==> src/rtl/mag_pkg.sv <==
`default_nettype none
// ============================================================================
// Module   : mag_pkg
// Brief    : Shared constants and result record for the magnitude stats path.
// Revision : 1.0
// ============================================================================
package mag_pkg;

  localparam int MAG_WIDTH        = 8;
  localparam int WIN_LOG2_DEFAULT = 3;

  typedef struct packed {
    logic [MAG_WIDTH-1:0] mean;
    logic [MAG_WIDTH-1:0] max;
    logic [MAG_WIDTH-1:0] min;
  } mag_stats_t;

endpackage
`default_nettype wire

==> src/rtl/mag_minmax.sv <==
`default_nettype none
// ============================================================================
// Module   : mag_minmax
// Brief    : Next running max/min; the first sample of a window replaces both.
// Revision : 1.0
// ============================================================================
module mag_minmax
  import mag_pkg::*;
#(
  parameter int WIDTH = MAG_WIDTH
) (
  input  logic [WIDTH-1:0] run_max,
  input  logic [WIDTH-1:0] run_min,
  input  logic [WIDTH-1:0] sample,
  input  logic             first,
  output logic [WIDTH-1:0] max_next,
  output logic [WIDTH-1:0] min_next
);

  always_comb begin
    max_next = run_max;
    min_next = run_min;
    if (first) begin
      max_next = sample;
      min_next = sample;
    end else begin
      if (sample > run_max) max_next = sample;
      if (sample < run_min) min_next = sample;
    end
  end

endmodule
`default_nettype wire

==> src/rtl/magnitude_window_stats.sv <==
`default_nettype none
// ============================================================================
// Module   : magnitude_window_stats
// Brief    : Mean/max/min over fixed windows of 2^LOG2_N magnitude samples.
// Revision : 1.0
// ============================================================================
module magnitude_window_stats
  import mag_pkg::*;
#(
  parameter int WIDTH  = MAG_WIDTH,
  parameter int LOG2_N = WIN_LOG2_DEFAULT
) (
  input  logic             clk,
  input  logic             rst,
  input  logic             flush,
  input  logic             in_valid,
  output logic             in_ready,
  input  logic [WIDTH-1:0] in_mag,
  output logic             out_valid,
  input  logic             out_ready,
  output logic [WIDTH-1:0] out_mean,
  output logic [WIDTH-1:0] out_max,
  output logic [WIDTH-1:0] out_min
);

  localparam int ACC_W = WIDTH + LOG2_N;

  logic [LOG2_N-1:0] cnt_q, cnt_d;
  logic [ACC_W-1:0]  acc_q, acc_d;
  logic [WIDTH-1:0]  run_max_q, run_max_d;
  logic [WIDTH-1:0]  run_min_q, run_min_d;
  mag_stats_t        out_q, out_d;
  logic              out_valid_q, out_valid_d;

  logic              first_w, last_w, in_ready_w, accept_w;
  logic [ACC_W-1:0]  sum_w;
  logic [WIDTH-1:0]  mean_w, max_next_w, min_next_w;

  assign first_w    = (cnt_q == '0);
  assign last_w     = &cnt_q;
  // Only the window-completing sample must wait for the output slot.
  assign in_ready_w = !flush && !(last_w && out_valid_q && !out_ready);
  assign accept_w   = in_valid && in_ready_w;
  assign sum_w      = (first_w ? '0 : acc_q) + ACC_W'(in_mag);
  assign mean_w     = sum_w[ACC_W-1:LOG2_N];

  mag_minmax #(
    .WIDTH (WIDTH)
  ) u_minmax (
    .run_max  (run_max_q),
    .run_min  (run_min_q),
    .sample   (in_mag),
    .first    (first_w),
    .max_next (max_next_w),
    .min_next (min_next_w)
  );

  always_comb begin
    cnt_d       = cnt_q;
    acc_d       = acc_q;
    run_max_d   = run_max_q;
    run_min_d   = run_min_q;
    out_d       = out_q;
    out_valid_d = out_valid_q;

    if (out_valid_q && out_ready) out_valid_d = 1'b0;

    if (flush) begin
      cnt_d     = '0;
      acc_d     = '0;
      run_max_d = '0;
      run_min_d = '1;
    end else if (accept_w) begin
      acc_d     = sum_w;
      run_max_d = max_next_w;
      run_min_d = min_next_w;
      if (last_w) begin
        cnt_d       = '0;
        out_valid_d = 1'b1;
        out_d.mean  = MAG_WIDTH'(mean_w);
        out_d.max   = MAG_WIDTH'(max_next_w);
        out_d.min   = MAG_WIDTH'(min_next_w);
      end else begin
        cnt_d = cnt_q + LOG2_N'(1);
      end
    end
  end

  always_ff @(posedge clk or posedge rst) begin
    if (rst) begin
      cnt_q       <= '0;
      acc_q       <= '0;
      run_max_q   <= '0;
      run_min_q   <= '1;
      out_q       <= '0;
      out_valid_q <= 1'b0;
    end else begin
      cnt_q       <= cnt_d;
      acc_q       <= acc_d;
      run_max_q   <= run_max_d;
      run_min_q   <= run_min_d;
      out_q       <= out_d;
      out_valid_q <= out_valid_d;
    end
  end

  // Result fields are MAG_WIDTH wide; WIDTH is expected not to exceed it.
  assign in_ready  = in_ready_w;
  assign out_valid = out_valid_q;
  assign out_mean  = out_q.mean[WIDTH-1:0];
  assign out_max   = out_q.max[WIDTH-1:0];
  assign out_min   = out_q.min[WIDTH-1:0];

endmodule
`default_nettype wire

==> config.mk <==
export PLATFORM = sky130hd
export DESIGN_NAME = magnitude_window_stats
export DESIGN_NICKNAME = d
export VERILOG_FILES = /design/src/rtl/mag_pkg.sv /design/src/rtl/mag_minmax.sv /design/src/rtl/magnitude_window_stats.sv
export SDC_FILE = /design/constraint.sdc
export NUM_CORES = 1
export LEC_CHECK = 0
export CAP_MARGIN = 20
export CORE_ASPECT_RATIO = 2
export CORE_UTILIZATION = 35
export DETAILED_ROUTE_END_ITERATION = 10
export PLACE_DENSITY_LB_ADDON = 0.2
export SLEW_MARGIN = 20
export SYNTH_ARGS = -nofsm -noshare
export SYNTH_HDL_FRONTEND = slang
export SYNTH_HIERARCHICAL = 1
export SYNTH_SLANG_ARGS = --single-unit
export TNS_END_PERCENT = 1
==> constraint.sdc <==
create_clock -name clk -period 5.4 [get_ports clk]
set_input_delay 0.81 -clock clk [delete_from_list [all_inputs] [get_ports clk]]
set_output_delay 0.81 -clock clk [all_outputs]
set_load 0.03 [all_outputs]
# Yosys cells after proc, flatten, opt, wreduce, memory -nomap -nowiden
# Index checks and enable logic that the tools add are counted.
word_totals:
  in_bits: 13
  word_cells: 43
  regBits: 55
  output_inout_bits: 26
op_classes:
  bitwise_logic: 1
  magnitude_cmp: 2
  n_addsub: 2
  n_reduce_logical: 12
  mux: 18
op_table:
  columns: ["op", "n"]
  rows:
  - ["2-to-1 mux 8 bit", 8]
  - ["2-to-1 mux 11 bit", 3]
  - ["adder 11 x 8 -> 11 bit", 1]
  - ["2-to-1 mux 3 bit", 3]
  - ["> comparator 8 bit", 1]
  - ["less-than comparator 8 bit", 1]
  - ["logical AND 1 bit", 5]
  - ["AND reduction 5 bit", 1]
  - ["2-to-1 mux 1 bit", 4]
  - ["adder 3 x 1 -> 3 bit, second input constant", 1]
  - ["zero test 1 bit", 3]
  - ["zero test 3 bit", 1]
  - ["AND reduction 3 bit", 1]
  - ["nonzero test 2 bit", 1]
  - ["NOT 1 bit", 1]

# Depth between registers and ports, before layout
depth:
  depth_word: 8
  mapped_depth: 12
  mapped_depth_nobuf: 11

# Modules after synthesis
# The synthesis kept the hierarchy.
modules_own_cells:
  columns: ["module", "cells_each", "instances", "area_per_inst_um2", "seq_area_each_um2"]
  rows:
  - ["magnitude_window_stats", 299, 1, 2732.6, 1386.3]
  - ["mag_minmax", 69, 1, 609.3, 0.0]

# Least setup slack after synthesis
# No wires, ideal clock.
synth_timing:
  kind: "register to register"
  startpoint: "register cnt_q[0]"
  endpoint: "register out_q, in the netlist out_mean[3]"
  setup_slack_ps: 2875
  path_buffers: 1
  setup_time_ps: 128
  t_required_ps: 5272
  synth_period_minus_slack_ps: 2525
  path_stages_with_launch: 13
  arrival_ps: 2397
  cell_sequence: "dfrtp_1 > inv_1 > ha_1 > nand2b_2 > clkbuf_1 > and2_1 > ha_1 > fa_1 > a21oi_1 > o21ai_0 > a21oi_1 > xor2_1 > o21ai_0"
synth_between:
  elab_chain_len: 7
  word_cells_on_any_way: 10
  cone_classes: "1 x add/sub; 1 x mux; 8 x reduce/logical"
synth_lines:
  columns: ["item", "line_no", "rtl"]
  rows:
  - ["start, declared", "magnitude_window_stats.sv:28", "logic [LOG2_N-1:0] cnt_q, cnt_d;"]
  - ["start signal, assigned", "magnitude_window_stats.sv:98", "cnt_q <= cnt_d;"]
  - ["parallel branches: the longest is 7 deep, another holds adder 11 x 8 -> 11 bit", null, null]
  - ["end signal, assigned", "magnitude_window_stats.sv:102", "out_q <= out_d;"]
  - ["end, declared", "magnitude_window_stats.sv:32", "mag_stats_t out_q, out_d;"]
# Parallel ways; which one is timed is not known.
# A chain may end at the register's enable or synchronous reset.

# Worst setup path after layout
layout_timing:
  startpoint: "input port flush"
  endpoint: "register out_q, in the netlist out_mean[6]"
layout_between:
  elab_chain_len: 4
  word_cells_on_any_way: 5
  cone_classes: "1 x bitwise; 4 x reduce/logical"
layout_lines:
  columns: ["item", "line_no", "rtl"]
  rows:
  - ["start, declared", "magnitude_window_stats.sv:15", "input logic flush,"]
  - ["zero test 1 bit", "magnitude_window_stats.sv:42", "assign in_ready_w = !flush && !(last_w && out_valid_q && !out_ready);"]
  - ["logical AND 1 bit", "magnitude_window_stats.sv:42", null]
  - ["logical AND 1 bit", "magnitude_window_stats.sv:43", "assign accept_w = in_valid && in_ready_w;"]
  - ["AND reduction 5 bit (no source line) (*)", null, null]
# Every way passes the cells marked *; elsewhere a longest branch is shown, timed or not.

==> run summary <==
The run finished, with violations left. The final reports fail on design-rule violations. The total congestion overflow after global routing came out at 0.

Input and output buffers added on the ports amount to 38. The flip-flop cell with the highest count after synthesis is sky130_fd_sc_hd__dfrtp_1. The category of the most critical setup path is in -> reg. The total inserted antenna cells came out at 0. The number of iterations in the first detailed-routing pass came out at 7. Using the TritonRoute via totals, the vias-per-cell ratio works out to 5.154. The floorplan has 50 rows. The register clock-pin slew on the reported worst setup and hold paths came out at 0.08 ns. Max-cap violations in this run came to 0. The required time at the worst-slack endpoint is 5.64 ns.

The post-synthesis to final-layout area growth is 17.97%. Counting every instance in the synthesized netlist gives 368. The data arrival time of the critical path is 3.38 ns. The number of different library cells in the post-synthesis netlist came out at 51. The startpoint of the most critical register-to-register path is cnt_q[0]$_DFFE_PP0P_. Once layout is complete, the utilization of the core stands at 42.30%. The post-route netlist has 11.47% of its cells at a drive strength greater than 1. The clock reaches the later pin of the worst-skew pair after 0.30 ns. The number of top-level pins came out at 39. The number of storage elements in the synthesis netlist is 55. From bottom edge to top edge, the die measures 140.2 um. The worst setup path is launched from a primary input. The number of cells on the worst reg-to-reg path is 11. The global-route wire length before repair is 13390 um. The total routing usage reported by global routing came out at 17.49%. After the last flow step, the layout net total stands at 440. The maximum root-to-sink buffer count came out at 2. The via count of the first global-routing pass is 2700.

The synthesized-area fraction occupied by ao, oa, aoi and oai cells came out at 10.15%. The number of synthesized flops with an enable pin came out at 0. In the finished design, the share of the clock period the worst path needs comes to 58.20%.

The number of DRC violations after detailed routing came out at 4. The top achievable clock speed came out at 318.2 MHz. The tightest min-delay check is of the reg -> reg type.

The synthesis warning total is 6. After synthesis, the share of flip-flops with an asynchronous set or reset is 100.0%. The congestion estimate from routability-driven global placement came to 0.8303. STA classifies the critical path endpoint as a flop. After synthesis, the largest family of logic cells by area is simple AND/OR/NAND/NOR gates.

The library cell used most frequently in the layout, excluding fill and tap cells, is sky130_fd_sc_hd__nand2_1. The die area is 0.009967 mm2. The synthesized netlist devotes 1.835% of its cell area to XOR and XNOR gates.

The half-perimeter wire length after placement is 5412 um. In the final routed layout, each cell accounts on average for 15.68 um. The tree is rooted in a sky130_fd_sc_hd__clkbuf_16. Leaving out fill and tap cells, the most frequent cells in the layout are sky130_fd_sc_hd__nand2_1, sky130_fd_sc_hd__dfrtp_1, sky130_fd_sc_hd__clkdlybuf4s50_1.

In the final timing run, aggregate negative setup slack is 0 ns. The width of the chip came out at 71.10 um. After the first detailed-routing iteration, the DRC count stood at 77. The initial antenna violation count came to 0.

Along the worst path, the maximum fanout reaches 31. The cell leakage power is 1.991 nW. The area of the core region came out at 0.009321 mm2. TritonCTS built the clock tree. The hold buffer count at CTS is 0. Multiplexer cells account for 6.290% of the synthesized area. In this run the mean area of a mapped cell was 9.081 um2. For the finished layout, the period the worst path requires is 3.143 ns. The pin count of the biggest net entering global routing came out at 56. The sink count of the clock tree came out at 55.

The sequential element share of the synthesized area came out at 41.48%. The source of the critical timing path is flush. The net count of the mapped netlist is 408. The endpoint identified for the worst register-to-register timing path is out_mean[3]$_DFFE_PP0P_. The initial utilization of the core area, before any placement, comes to 35.85%. The number of antenna-violating nets in the routed design came out at 0.

The area share of the largest cell type after synthesis came out at 35.19%. The H-tree was split into 2 levels. The total power after layout is 0.9485 mW.

The max-slew violation total from the final report is 0. The power density normalized to cell area is 240.6 mW/mm2. On the final layout, the worst clock skew is 0.007372 ns. The count of final hold-check violations is 0. Following the worst setup path forward leads to its endpoint at out_mean[6]$_DFFE_PP0P_. At the pin with the least slew margin, the transition time is 0.9674 ns. The reg-to-reg setup timing slack is 2.53 ns. The post-synth design cell area is 0.003342 mm2. The final route contains 2603 vias. The worst-case IR drop observed on VDD is 0.0001112 V.

Setup repair after global routing left no endpoint under its margin. The number of resized instances in the post-cts repair step came out at 0. The synthesized-area fraction occupied by and/or/nand/nor cells is 25.08%. The synthesized-area fraction occupied by adder cells came out at 10.33%. The number of post-CTS setup repair buffers is 0. The number of buffers created by CTS came out at 5.

By area the synthesized netlist is led by sky130_fd_sc_hd__dfrtp_1, sky130_fd_sc_hd__nand2_1, sky130_fd_sc_hd__ha_1. The headroom to the max-slew limit is 35.35%. The total detailed-routing wirelength is 7916 um. Setup violations remaining at the end of the flow were counted as 0. Of all cell types, the one taking the most synthesized area is sky130_fd_sc_hd__dfrtp_1.
[area by class of cell]
cell class,count,area (um2)
repair buffers,41,402.9
well taps,104,130.1
multi-input cells,274,1797
inverters,23,86.33
flip-flops and latches,55,1386
clock inverters,3,15.01
clock buffers,5,125.1
fillers,918,5379
[logic make-up (layout without fill, tap and decap cells)]
logic type | Yosys count | count (layout)
xor+xnor | 7 | 7
flops | 55 | 55
compound gates | 49 | 49
fa+ha+maj | 27 | 27
mux | 16 | 16
simple gates | 175 | 175
buf+inv | 39 | 72
[flip-flops by register name, indices dropped and copies added, names as in the netlist]
signal and count:
acc_q 11, run_max_q 8, cnt_q 3, out_mean 8, out_max 8, out_valid 1, out_min 8, run_min_q 8
[worst min path at each step]
stage          slack (ns)                    from  cells after the start                endpoint
4_1_cts              0.48  out_max[0]$_DFFE_PP0P_                      2  out_max[0]$_DFFE_PP0P_
3_5_place_dp         0.46  out_max[0]$_DFFE_PP0P_                      2  out_max[0]$_DFFE_PP0P_
3_3_place_gp         0.46  out_min[0]$_DFFE_PP0P_                      2  out_min[0]$_DFFE_PP0P_
5_1_grt              0.49  out_min[0]$_DFFE_PP0P_                      2  out_min[0]$_DFFE_PP0P_
2_1_floorplan        0.47   acc_q[10]$_DFFE_PP0P_                      1   acc_q[10]$_DFFE_PP0P_
6_report             0.48  out_max[0]$_DFFE_PP0P_                      2  out_max[0]$_DFFE_PP0P_
[synthesized netlist by cell type, drive strengths merged (2+ instances only)]
master,instances
inv,23
nor2b,3
and3,5
o21a,2
xor2,5
ha,26
o21ai,15
nand2b,2
o31ai,3
mux2,16
nand3,2
dfrtp,47
nor3,2
nor2,7
o22ai,2
nand4,4
nand3b,25
o2111ai,2
a21oi,8
dfstp,8
nand2,111
and2,12
buf,8
a21o,4
clkbuf,8
xnor2,2
[metal layers]
metal	part of all wire, %	global-route usage [%]
met1	40	19.28
met4	4.2	10.32
met2	53	31.22
met3	2.7	2.446
met5	0	0
[where the power goes]
| group | internal, mW | leakage [nW] | total (mW) | switching [mW] |
|---|---|---|---|---|
| logic | 0.0754 | 1.19 | 0.177 | 0.101 |
| clock network | 0.170 | 0.0733 | 0.325 | 0.155 |
| registers | 0.434 | 0.727 | 0.447 | 0.0131 |
| total | 0.680 | 1.99 | 0.948 | 0.269 |
[per-stage QoR]
| step | area [um2] | setup slack [ns] | hold WS, ns | cells |
|---|---|---|---|---|
| final | 3943 | 2.257 | 0.4751 | 505 |
| after detailed placement | 3800 | 1.919 | 0.4648 | 497 |
| after floorplan | 3342 | 2.875 | 0.4656 | 368 |
| after global routing | 3943 | 2.014 | 0.4923 | 505 |
| after CTS | 3940 | 2.233 | 0.4822 | 505 |
| after global placement | 3800 | 1.952 | 0.4580 | 497 |
[worst max-delay path, stage by stage]
cell and delay, ns:
sky130_fd_sc_hd__clkdlybuf4s50_1 0.39, sky130_fd_sc_hd__buf_4 0.22, sky130_fd_sc_hd__nor2b_1 0.28, sky130_fd_sc_hd__and2_1 0.17, sky130_fd_sc_hd__buf_4 0.32, sky130_fd_sc_hd__nand2_1 0.65
sky130_fd_sc_hd__a211o_1 0.45, sky130_fd_sc_hd__nand3_1 0.08
Power figures use the tool's default switching activity.
